[config.mk]
export PLATFORM = sky130hd
export DESIGN_NAME = uart_tx_serializer_flat
export DESIGN_NICKNAME = d
export VERILOG_FILES = /design/src/rtl/uart_tx_serializer_pkg.sv /design/src/rtl/uart_tx_serializer_if.sv /design/src/rtl/uart_tx_serializer_baud_counter.sv /design/src/rtl/uart_tx_serializer.sv /design/src/flat_wrapper.sv
export SDC_FILE = /design/constraint.sdc
export NUM_CORES = 1
export LEC_CHECK = 0
export ABC_AREA = 1
export BUFFER_PORTS_ARGS = -buffer_cell sky130_fd_sc_hd__buf_2
export CORE_MARGIN = 2
export CORE_UTILIZATION = 54
export CTS_BUF_LIST = sky130_fd_sc_hd__clkbuf_4
export DETAILED_ROUTE_END_ITERATION = 8
export PLACE_DENSITY = 0.8
export SKIP_CTS_REPAIR_TIMING = 1
export SYNTH_ARGS = -nofsm -noshare
export SYNTH_HDL_FRONTEND = slang
export SYNTH_SLANG_ARGS = --single-unit
[constraint.sdc]
create_clock -name clk -period 1.34 [get_ports clk]
set_input_delay 0.201 -clock clk [delete_from_list [all_inputs] [get_ports clk]]
set_output_delay 0.201 -clock clk [all_outputs]
set_load 0.02 [all_outputs]
[src/rtl/uart_tx_serializer_pkg.sv]
// Shared UART constants and state encoding for the tx serializer and its receiver twin.
// Latency: n/a (types and elaboration-time constants only).
// Backpressure: n/a.
//
// Contents:
//   *_DEF        default frame timing (50 MHz core, 115200 baud, 8N4 frame)
//   uart_state_e two-state frame FSM encoding (IDLE, SEND)
//   stop_bits()  number of stop bits padding a frame out to packet_size
package uart_tx_serializer_pkg;

  localparam int CLOCKS_PER_PULSE_DEF = 434;
  localparam int BITS_PER_WORD_DEF    = 8;
  localparam int PACKET_SIZE_DEF      = 13;

  typedef enum logic {
    IDLE = 1'b0,
    SEND = 1'b1
  } uart_state_e;

  // Elaboration-time helper only; never instantiated as hardware.
  function automatic int stop_bits(input int packet_size, input int bits_per_word);
    return packet_size - bits_per_word - 1;
  endfunction

endpackage

[src/rtl/uart_tx_serializer_if.sv]
// Word handshake bus feeding the UART serializer.
// Latency: n/a (wires only).
// Backpressure: s_ready from the slave; a word moves on s_valid & s_ready at a clock edge.
//
// Signals:
//   s_data  word to transmit (master -> slave)
//   s_valid s_data is valid  (master -> slave)
//   s_ready slave can take a word this cycle (slave -> master)
interface uart_tx_serializer_if
  import uart_tx_serializer_pkg::*;
#(
  parameter int BITS_PER_WORD = BITS_PER_WORD_DEF
);

  logic [BITS_PER_WORD-1:0] s_data;
  logic                     s_valid;
  logic                     s_ready;

  modport master (
    output s_data,
    output s_valid,
    input  s_ready
  );

  modport slave (
    input  s_data,
    input  s_valid,
    output s_ready
  );

endinterface

[src/rtl/uart_tx_serializer_baud_counter.sv]
// Bit-period divider: counts enabled cycles and pulses tick on the last cycle of each bit.
// Latency: tick is combinational from the count; first tick CLOCKS_PER_PULSE-1 cycles after enable.
// Backpressure: none; dropping en clears the count so every enable starts a fresh bit period.
//
// Ports:
//   clk, rstn  clock and asynchronous active-low clear
//   en         count while high, hold at zero while low
//   tick       high in the terminal-count cycle (count == CLOCKS_PER_PULSE-1) while enabled
module uart_baud_counter
  import uart_tx_serializer_pkg::*;
#(
  parameter int CLOCKS_PER_PULSE = CLOCKS_PER_PULSE_DEF
) (
  input  logic clk,
  input  logic rstn,
  input  logic en,
  output logic tick
);

  localparam int                CNT_W   = $clog2(CLOCKS_PER_PULSE);
  localparam logic [CNT_W-1:0]  CNT_MAX = CNT_W'(CLOCKS_PER_PULSE - 1);

  logic [CNT_W-1:0] cnt_q;

  assign tick = en && (cnt_q == CNT_MAX);

  always_ff @(posedge clk or negedge rstn) begin
    if (!rstn) begin
      cnt_q <= '0;
    end else if (!en || tick) begin
      cnt_q <= '0;
    end else begin
      cnt_q <= cnt_q + CNT_W'(1);
    end
  end

endmodule

[src/rtl/uart_tx_serializer.sv]
// UART transmitter: one word per handshake, sent LSB-first as start, data, then stop bits.
// Latency: start bit on tx the cycle after the accepting edge; frame lasts PACKET_SIZE*CLOCKS_PER_PULSE cycles.
// Backpressure: s_ready is high in IDLE and in the final cycle of the last stop bit, so frames can abut.
//
// Ports:
//   clk, rstn  clock and asynchronous active-low reset (abandons any frame in flight)
//   s          word handshake (slave side: s_data, s_valid in; s_ready out)
//   tx         serial line, idle high, driven straight from a flop
//   busy       a frame is on the line
module uart_tx_serializer
  import uart_tx_serializer_pkg::*;
#(
  parameter int CLOCKS_PER_PULSE = CLOCKS_PER_PULSE_DEF,
  parameter int BITS_PER_WORD    = BITS_PER_WORD_DEF,
  parameter int PACKET_SIZE      = PACKET_SIZE_DEF
) (
  input  logic                 clk,
  input  logic                 rstn,
  uart_tx_serializer_if.slave  s,
  output logic                 tx,
  output logic                 busy
);

  localparam int               STOP_BITS = stop_bits(PACKET_SIZE, BITS_PER_WORD);
  localparam int               BIT_W     = $clog2(PACKET_SIZE);
  localparam logic [BIT_W-1:0] LAST_BIT  = BIT_W'(PACKET_SIZE - 1);

  uart_state_e            state_q;
  uart_state_e            state_d;
  logic [PACKET_SIZE-1:0] shift_q;
  logic [BIT_W-1:0]       bit_cnt_q;
  logic                   tick;
  logic                   frame_end;
  logic                   ready;
  logic                   accept;

  uart_baud_counter #(
    .CLOCKS_PER_PULSE (CLOCKS_PER_PULSE)
  ) u_baud (
    .clk  (clk),
    .rstn (rstn),
    .en   (state_q == SEND),
    .tick (tick)
  );

  // FSM state register
  always_ff @(posedge clk or negedge rstn) begin
    if (!rstn) begin
      state_q <= IDLE;
    end else begin
      state_q <= state_d;
    end
  end

  // Next state and handshake outputs. Readiness depends only on state and
  // counters, never on s_valid, so there is no combinational loop through
  // the producer.
  always_comb begin
    state_d   = state_q;
    frame_end = 1'b0;
    ready     = 1'b0;
    busy      = 1'b0;
    accept    = 1'b0;
    case (state_q)
      IDLE: begin
        ready  = 1'b1;
        accept = s.s_valid;
        if (accept) begin
          state_d = SEND;
        end
      end
      SEND: begin
        busy = 1'b1;
        // Opening the handshake in the last stop-bit cycle lets the next
        // start bit follow the stop bits with no idle gap on the line.
        frame_end = tick && (bit_cnt_q == LAST_BIT);
        ready     = frame_end;
        accept    = frame_end && s.s_valid;
        if (frame_end && !accept) begin
          state_d = IDLE;
        end
      end
      default: begin
        state_d = IDLE;
      end
    endcase
  end

  assign s.s_ready = ready;

  // Shift register and bit index. The register idles at all ones, which is
  // what keeps tx high between frames without a separate tx flop.
  always_ff @(posedge clk or negedge rstn) begin
    if (!rstn) begin
      shift_q   <= '1;
      bit_cnt_q <= '0;
    end else if (accept) begin
      shift_q   <= {{STOP_BITS{1'b1}}, s.s_data, 1'b0};
      bit_cnt_q <= '0;
    end else if ((state_q == SEND) && tick) begin
      shift_q   <= {1'b1, shift_q[PACKET_SIZE-1:1]};
      bit_cnt_q <= frame_end ? '0 : bit_cnt_q + BIT_W'(1);
    end
  end

  assign tx = shift_q[0];

endmodule

[src/flat_wrapper.sv]
// flat-port wrapper written by rule: the top's interface ports become plain ports
module uart_tx_serializer_flat import uart_tx_serializer_pkg::*;
#(
  parameter int CLOCKS_PER_PULSE = CLOCKS_PER_PULSE_DEF,
  parameter int BITS_PER_WORD    = BITS_PER_WORD_DEF,
  parameter int PACKET_SIZE      = PACKET_SIZE_DEF
)
  (clk, rstn, tx, busy, s_s_data, s_s_valid, s_s_ready);
  uart_tx_serializer_if #(.BITS_PER_WORD(BITS_PER_WORD)) s_i ();
  input  logic clk;
  input  logic rstn;
  output logic tx;
  output logic busy;
  input wire logic [$bits(s_i.s_data)-1:0] s_s_data;
  input wire logic [$bits(s_i.s_valid)-1:0] s_s_valid;
  output wire logic [$bits(s_i.s_ready)-1:0] s_s_ready;
  assign s_i.s_data = s_s_data;
  assign s_i.s_valid = s_s_valid;
  assign s_s_ready = s_i.s_ready;
  uart_tx_serializer #(.CLOCKS_PER_PULSE(CLOCKS_PER_PULSE), .BITS_PER_WORD(BITS_PER_WORD), .PACKET_SIZE(PACKET_SIZE)) u_core (.clk(clk), .rstn(rstn), .s(s_i), .tx(tx), .busy(busy));
endmodule
==> results of run 1 <==
==> through the flow <==
step	hold slack [ns]	utilization, %	worst slack (ns)	area (sq um)
3_3_place_gp	0.198	67.0	-0.138	1470
3_5_place_dp	0.202	67.0	-0.202	1470
4_1_cts	-0.141	68.4	-0.519	1500
2_1_floorplan	-0.0946	-	-0.0574	1230
6_report	0.126	77.3	-0.467	1690
5_1_grt	0.115	77.3	-0.525	1690
==> placed cells by master (no fill, tap or decap), drive strengths merged <==
cell / instances
dfrtp: 14
nand2: 46
nor3: 5
ha: 4
dlygate4sd3: 1
nor2: 10
dfstp: 9
buf: 39
inv: 29
a21oi: 5
o31ai: 1
nor3b: 4
o21ai: 2
xor2: 1
clkbuf: 4
nand3: 23
nand4: 1
o22ai: 1
==> final timing paths <==
| path | endpoint | slack [ns] | depth (start not counted) |
|---|---|---|---|
| setup / recovery | s_s_ready | -0.47 | 7 |
| hold / removal | u_core.shift_q[8] | 0.13 | 3 |
| setup reg to reg | u_core.shift_q[4] | -0.36 | 9 |
| hold reg to reg | u_core.shift_q[2] | 0.48 | 2 |
| max in group asynchronous | u_core.shift_q[1] | 0.59 | 2 |
| min in group asynchronous | u_core.bit_cnt_q[1] | 0.38 | 2 |
==> area by class of cell <==
class / count / share of cell area (%)
multi-input combinational: 103 / 37.5
sequential: 23 / 34.7
timing repair buffer: 40 / 17.5
inverter: 29 / 6.43
tap: 28 / 2.07
clock buffer: 4 / 1.77
==> cells in the mapped netlist, drive strengths merged <==
library cell  count  area (sq um)
nand2            46           178
inv              29           109
nand3            23           115
dfrtp            14           350
nor2             10          40.0
dfstp             9           236
a21oi             5          25.0
nor3              5          25.0
buf               4          31.3
ha                4          50.1
nor3b             4          30.0
o21ai             2          10.0
nand4             1          6.26
o22ai             1          6.26
o31ai             1          7.51
xor2              1          8.76
==> critical path: stages, from the launching register on <==
cell and delay [ns]:
dfrtp_2 0.46, ha_4 0.17, nand2_2 0.07, nor2_4 0.14
nand3_2 0.11, nand2_2 0.12, buf_6 0.11, buf_6 0.11
==> power by group through the flow <==
stage               Sequential [mW]  Combinational [mW]  Clock [mW]
floorplan                     0.708             0.00847           0
global placement              0.708              0.0364           0
detailed placement            0.708              0.0375           0
CTS                           0.696              0.0376       0.345
global route                  0.696              0.0455       0.369
finish                        0.696              0.0406       0.341
==> layer usage <==
layer | up-vias | wire length, um | track usage, %
li1 | 579 | - | -
met5 | - | 0 | 0
met4 | 0 | 87 | 8.77
met2 | 53 | 1740 | 37.6
met3 | 10 | 187 | 3.16
met1 | 605 | 1310 | 29.4
==> cells by family (layout without fill, tap and decap cells) <==
family / count (synthesis) / in the layout / synth area share, %
XOR/XNOR: 1 / 1 / 0.713
flip-flops: 23 / 23 / 47.8
adder cells (fa/ha/maj): 4 / 4 / 4.07
AND/OR/NAND/NOR: 89 / 89 / 32.1
buffers and inverters: 33 / 73 / 11.4
AO/OA/AOI/OAI: 9 / 9 / 3.97
==> sequential cells by signal (all words and copies together), names as in the netlist <==
register,cells
u_core.shift_q,9
u_core.u_baud.cnt_q,9
u_core.bit_cnt_q,4
u_core.state_q,1
==> impl_metrics.tcl, run 1 <==
set metrics [dict create \
    syn-instance-count 159 \
    seqPwrFrac_pct 64.6 \
    leakagePower_nw 0.900 \
    drive_above_1_share_pct 40.7 \
    multi_input_area_sq_um 634 \
    fin_ws_ns -0.467 \
    min_path_type "in2reg" \
    clock_skew_ns 0.00931 \
    die-area_sq_mm 0.00267 \
    drt-initial-drc-count 35 \
    p_int_mw 0.846 \
    synth_seq_cells 23 \
    fmax_mhz 553 \
    grt_max_degree 24 \
    cts_max_level 1 \
    place_inst 217 \
    violations "negative setup slack" \
    cap_violations 0 \
    path_clk_slew_ns 0.13 \
    status "complete, but fails checks" \
    synth_warnings 0 \
    drc 0 \
    syn2layout_area_growth_pct 37.8 \
    synth_area_sq_mm 0.00123 \
    die_h_um 51.7 \
    power_frac_clock_pct 31.6 \
    period_minus_slack_ns 1.81 \
    core_area_sq_mm 0.00219 \
    wl_per_cell_um 14.7 \
    grt_pass1_vias 1089 \
    firstDrtPassIters 4 \
    worstHoldStart "s_s_data[7]" \
    max-vdd-ir-drop_mv 0.635 \
    switchingPower_mw 0.231 \
    swShare_pct 21.5 \
    fin_total_pwr_mw 1.08 \
    worstMarginPinSlew_ns 0.514 \
    place.gp.congestion 0.776 \
    finalNonFillerCells 227 \
    io_buffer_count 13 \
    ys_seq_area_share_pct 47.8 \
    start_kind "flop" \
    start_util_pct 56.1 \
    postRouteAntennaNets 0 \
    clk_path_buf_depth 2 \
    rsz0062_at_grt "true" \
    clock_latency_ns 0.31 \
    layout.nets 215 \
    diodes 0 \
    regArea_sq_um 588 \
    vias 1247 \
    crit_start "u_core.u_baud.cnt_q[0]" \
    routed_wl_um 3330 \
    crit_path_max_fanout 4 \
    std_cell_rows 17 \
    r2r-start "u_core.u_baud.cnt_q[0]" \
    antenna_found_initial 0 \
    power_frac_comb_pct 3.8 \
    p_per_area_mw_per_mm2 636 \
    worstPathRequired_ns 1.14 \
    setup_viol 24 \
    post-route-period-util_pct 135 \
    arrival_ns 1.61 \
    die_w_um 51.7 \
    grt_pass1_wl_um 4490 \
    viasPerCell 5.49 \
    hold_violations 0 \
    critical_path_class "reg2out" \
    nFillCells 149 \
    slew_headroom_pct 65.7 \
    grt_usage_pct 22.5 \
    synth.distinct_cells 21 \
    dp_hpwl_um 1890 \
    grt_overflow 0 \
    root_buffer "clkbuf_4" \
    cts_made_buffers 3 \
    clock-sinks 23 \
    cp-end-kind "primary output" \
    postSynthAreaPerCell_sq_um 7.73 \
    cts_tree "yes" \
    synth_fp_nets 174 \
    ioPinCount 14 \
    slew_violations 0 \
    setup_tns_ns -4.83 \
]
(Power assumes the default switching activity.)
==> inputs of run 2 (changes only) <==
--- a/config.mk
+++ b/config.mk
@@ -10,8 +10,9 @@
 export CORE_MARGIN = 2
 export CORE_UTILIZATION = 54
 export CTS_BUF_LIST = sky130_fd_sc_hd__clkbuf_4
+export CTS_CLUSTER_DIAMETER = 50
 export DETAILED_ROUTE_END_ITERATION = 8
-export PLACE_DENSITY = 0.8
+export PLACE_DENSITY_LB_ADDON = 0.3
 export SKIP_CTS_REPAIR_TIMING = 1
 export SYNTH_ARGS = -nofsm -noshare
 export SYNTH_HDL_FRONTEND = slang
==> constraint.sdc (replaced) <==
create_clock -name clk -period 1.6 [get_ports clk]
set_input_delay 0.24 -clock clk [delete_from_list [all_inputs] [get_ports clk]]
set_output_delay 0.24 -clock clk [all_outputs]
set_load 0.02 [all_outputs]
==> run 2 against run 1 <==
  * The run still ends with negative setup slack left
  * Register-to-register slack improved by 0.34 ns
  * Total power fell by 16%
  * Critical path depth rose by 1
  * Sequential power fell by 16%
  * Combinational power fell by 19%
  * Largest power group unchanged
  * Highest routed layer unchanged
  * Via count fell by 11%
==> impl_metrics.tcl, run 2 (synthesis results as in run 1) <==
set metrics [dict create \
    vias 1104 \
    path_clk_slew_ns 0.13 \
    cts_made_buffers 3 \
    cap_violations 0 \
    root_buffer "clkbuf_4" \
    r2r-start "u_core.u_baud.cnt_q[1]" \
    slew_violations 0 \
    fin_total_pwr_mw 0.903 \
    start_util_pct 56.1 \
    die_w_um 51.7 \
    min_path_type "in2reg" \
    grt_usage_pct 20.3 \
    p_per_area_mw_per_mm2 606 \
    start_kind "flop" \
    max-vdd-ir-drop_mv 0.539 \
    post_dp_cell_area_sq_mm 0.00133 \
    grt_pass1_wl_um 4000 \
    pre_cts_slack_ns 0.0425 \
    diodes 0 \
    power_frac_comb_pct 3.6 \
    cp-end-kind "primary output" \
    hold_violations 0 \
    dp_hpwl_um 1650 \
    seqPwrFrac_pct 64.5 \
    io_buffer_count 13 \
    clk_path_buf_depth 2 \
    worstMarginPinSlew_ns 0.498 \
    core_area_sq_mm 0.00219 \
    syn2layout_area_growth_pct 21.4 \
    routed_wl_um 2610 \
    viasPerCell 5.11 \
    critical_path_class "reg2out" \
    ioPinCount 14 \
    status "complete, but fails checks" \
    worstHoldStart "s_s_data[7]" \
    worstPathRequired_ns 1.36 \
    cts_max_level 1 \
    firstDrtPassIters 4 \
    violations "negative setup slack" \
    wl_met3_um 127 \
    fin_area_sq_mm 0.00149 \
    whs_path_depth 3 \
    nFillCells 177 \
    crit_path_max_fanout 7 \
    top_layer_used "met4" \
    p_int_mw 0.709 \
    period_minus_slack_ns 1.85 \
    clock-sinks 23 \
    grt_max_degree 24 \
    worstRegToRegCells 9 \
    setup_viol 3 \
    layout.cells.most_common "nand2_1" \
    std_cell_rows 17 \
    antenna_found_initial 0 \
    die_h_um 51.7 \
    clock_skew_ns 0.00517 \
    setup_tns_ns -0.291 \
    grt_pass1_vias 968 \
    place.gp.congestion 0.804 \
    swShare_pct 21.5 \
    post-route-period-util_pct 116 \
    drc 0 \
    fmax_mhz 539 \
    switchingPower_mw 0.195 \
    cts_tree "yes" \
    leakagePower_nw 0.814 \
    multi_input_area_sq_um 541 \
    wl_met2_um 1150 \
    slew_headroom_pct 66.8 \
    regArea_sq_um 587 \
    crit_start "u_core.u_baud.cnt_q[1]" \
    wl_per_cell_um 12.1 \
    rsz0062_at_grt "true" \
    clock_latency_ns 0.31 \
    fin_ws_ns -0.254 \
    postRouteAntennaNets 0 \
    drive_above_1_share_pct 28.7 \
    drt-initial-drc-count 31 \
    wirelength_met1_um 1280 \
    reg_top3 "u_core.shift_q x9, u_core.u_baud.cnt_q x9, u_core.bit_cnt_q x4" \
    grt_overflow 0 \
    arrival_ns 1.61 \
    holdPathEnd "u_core.shift_q[8]" \
    r2r_end "u_core.bit_cnt_q[1]" \
    die-area_sq_mm 0.00267 \
    final_cell_mix "nand2_1 (42), inv_1 (26), nand3_1 (21), dfrtp_1 (14), buf_4 (13)" \
    power_frac_clock_pct 31.9 \
    fin_hold_ws_ns 0.142 \
    layout.nets 204 \
    r2r_slack_ns -0.02 \
]
[run 2: worst max-delay path by stage]
stage / endpoint / slack, ns
6_report: s_s_ready / -0.25
5_1_grt: s_s_ready / -0.35
4_1_cts: s_s_ready / -0.33
3_5_place_dp: s_s_ready / 0.04
3_3_place_gp: s_s_ready / 0.07
2_1_floorplan: u_core.bit_cnt_q[2] / 0.18
[run 2: power by group through the flow]
stage | registers, mW | clock network [mW] | logic, mW
6_report | 0.583 | 0.288 | 0.0327
5_1_grt | 0.583 | 0.322 | 0.0374
4_1_cts | 0.583 | 0.295 | 0.0308
3_5_place_dp | 0.593 | 0 | 0.0310
3_3_place_gp | 0.593 | 0 | 0.0302
2_1_floorplan | 0.593 | 0 | 0.00709
[run 2: area by class of cell]
cell class	count	share of cell area (%)
well taps	28	2.35
flip-flops and latches	23	39.3
inverters	29	7.30
repair buffers	28	12.8
multi-input cells	104	36.2
clock buffers	4	2.01
[run 2: metrics by stage]
step,instances,utilization (%)
finish,216,68.1
CTS,204,62.0
global placement,200,60.6
floorplan,159,-
global route,216,68.1
detailed placement,200,60.6
[run 2: layer usage]
layer / vias to the layer above / GRT usage (%)
li1: 556 / -
met1: 508 / 27.9
met2: 34 / 30.1
met3: 6 / 4.02
met4: 0 / 11.0
met5: - / 0
[run 2: worst max-delay path, stage by stage (launching register included)]
cell	delay (ns)
dfrtp_1	0.41
inv_1	0.06
ha_2	0.17
nand2_2	0.06
nor2_4	0.14
nand3_2	0.11
nand2_2	0.12
buf_6	0.12
buf_6	0.11
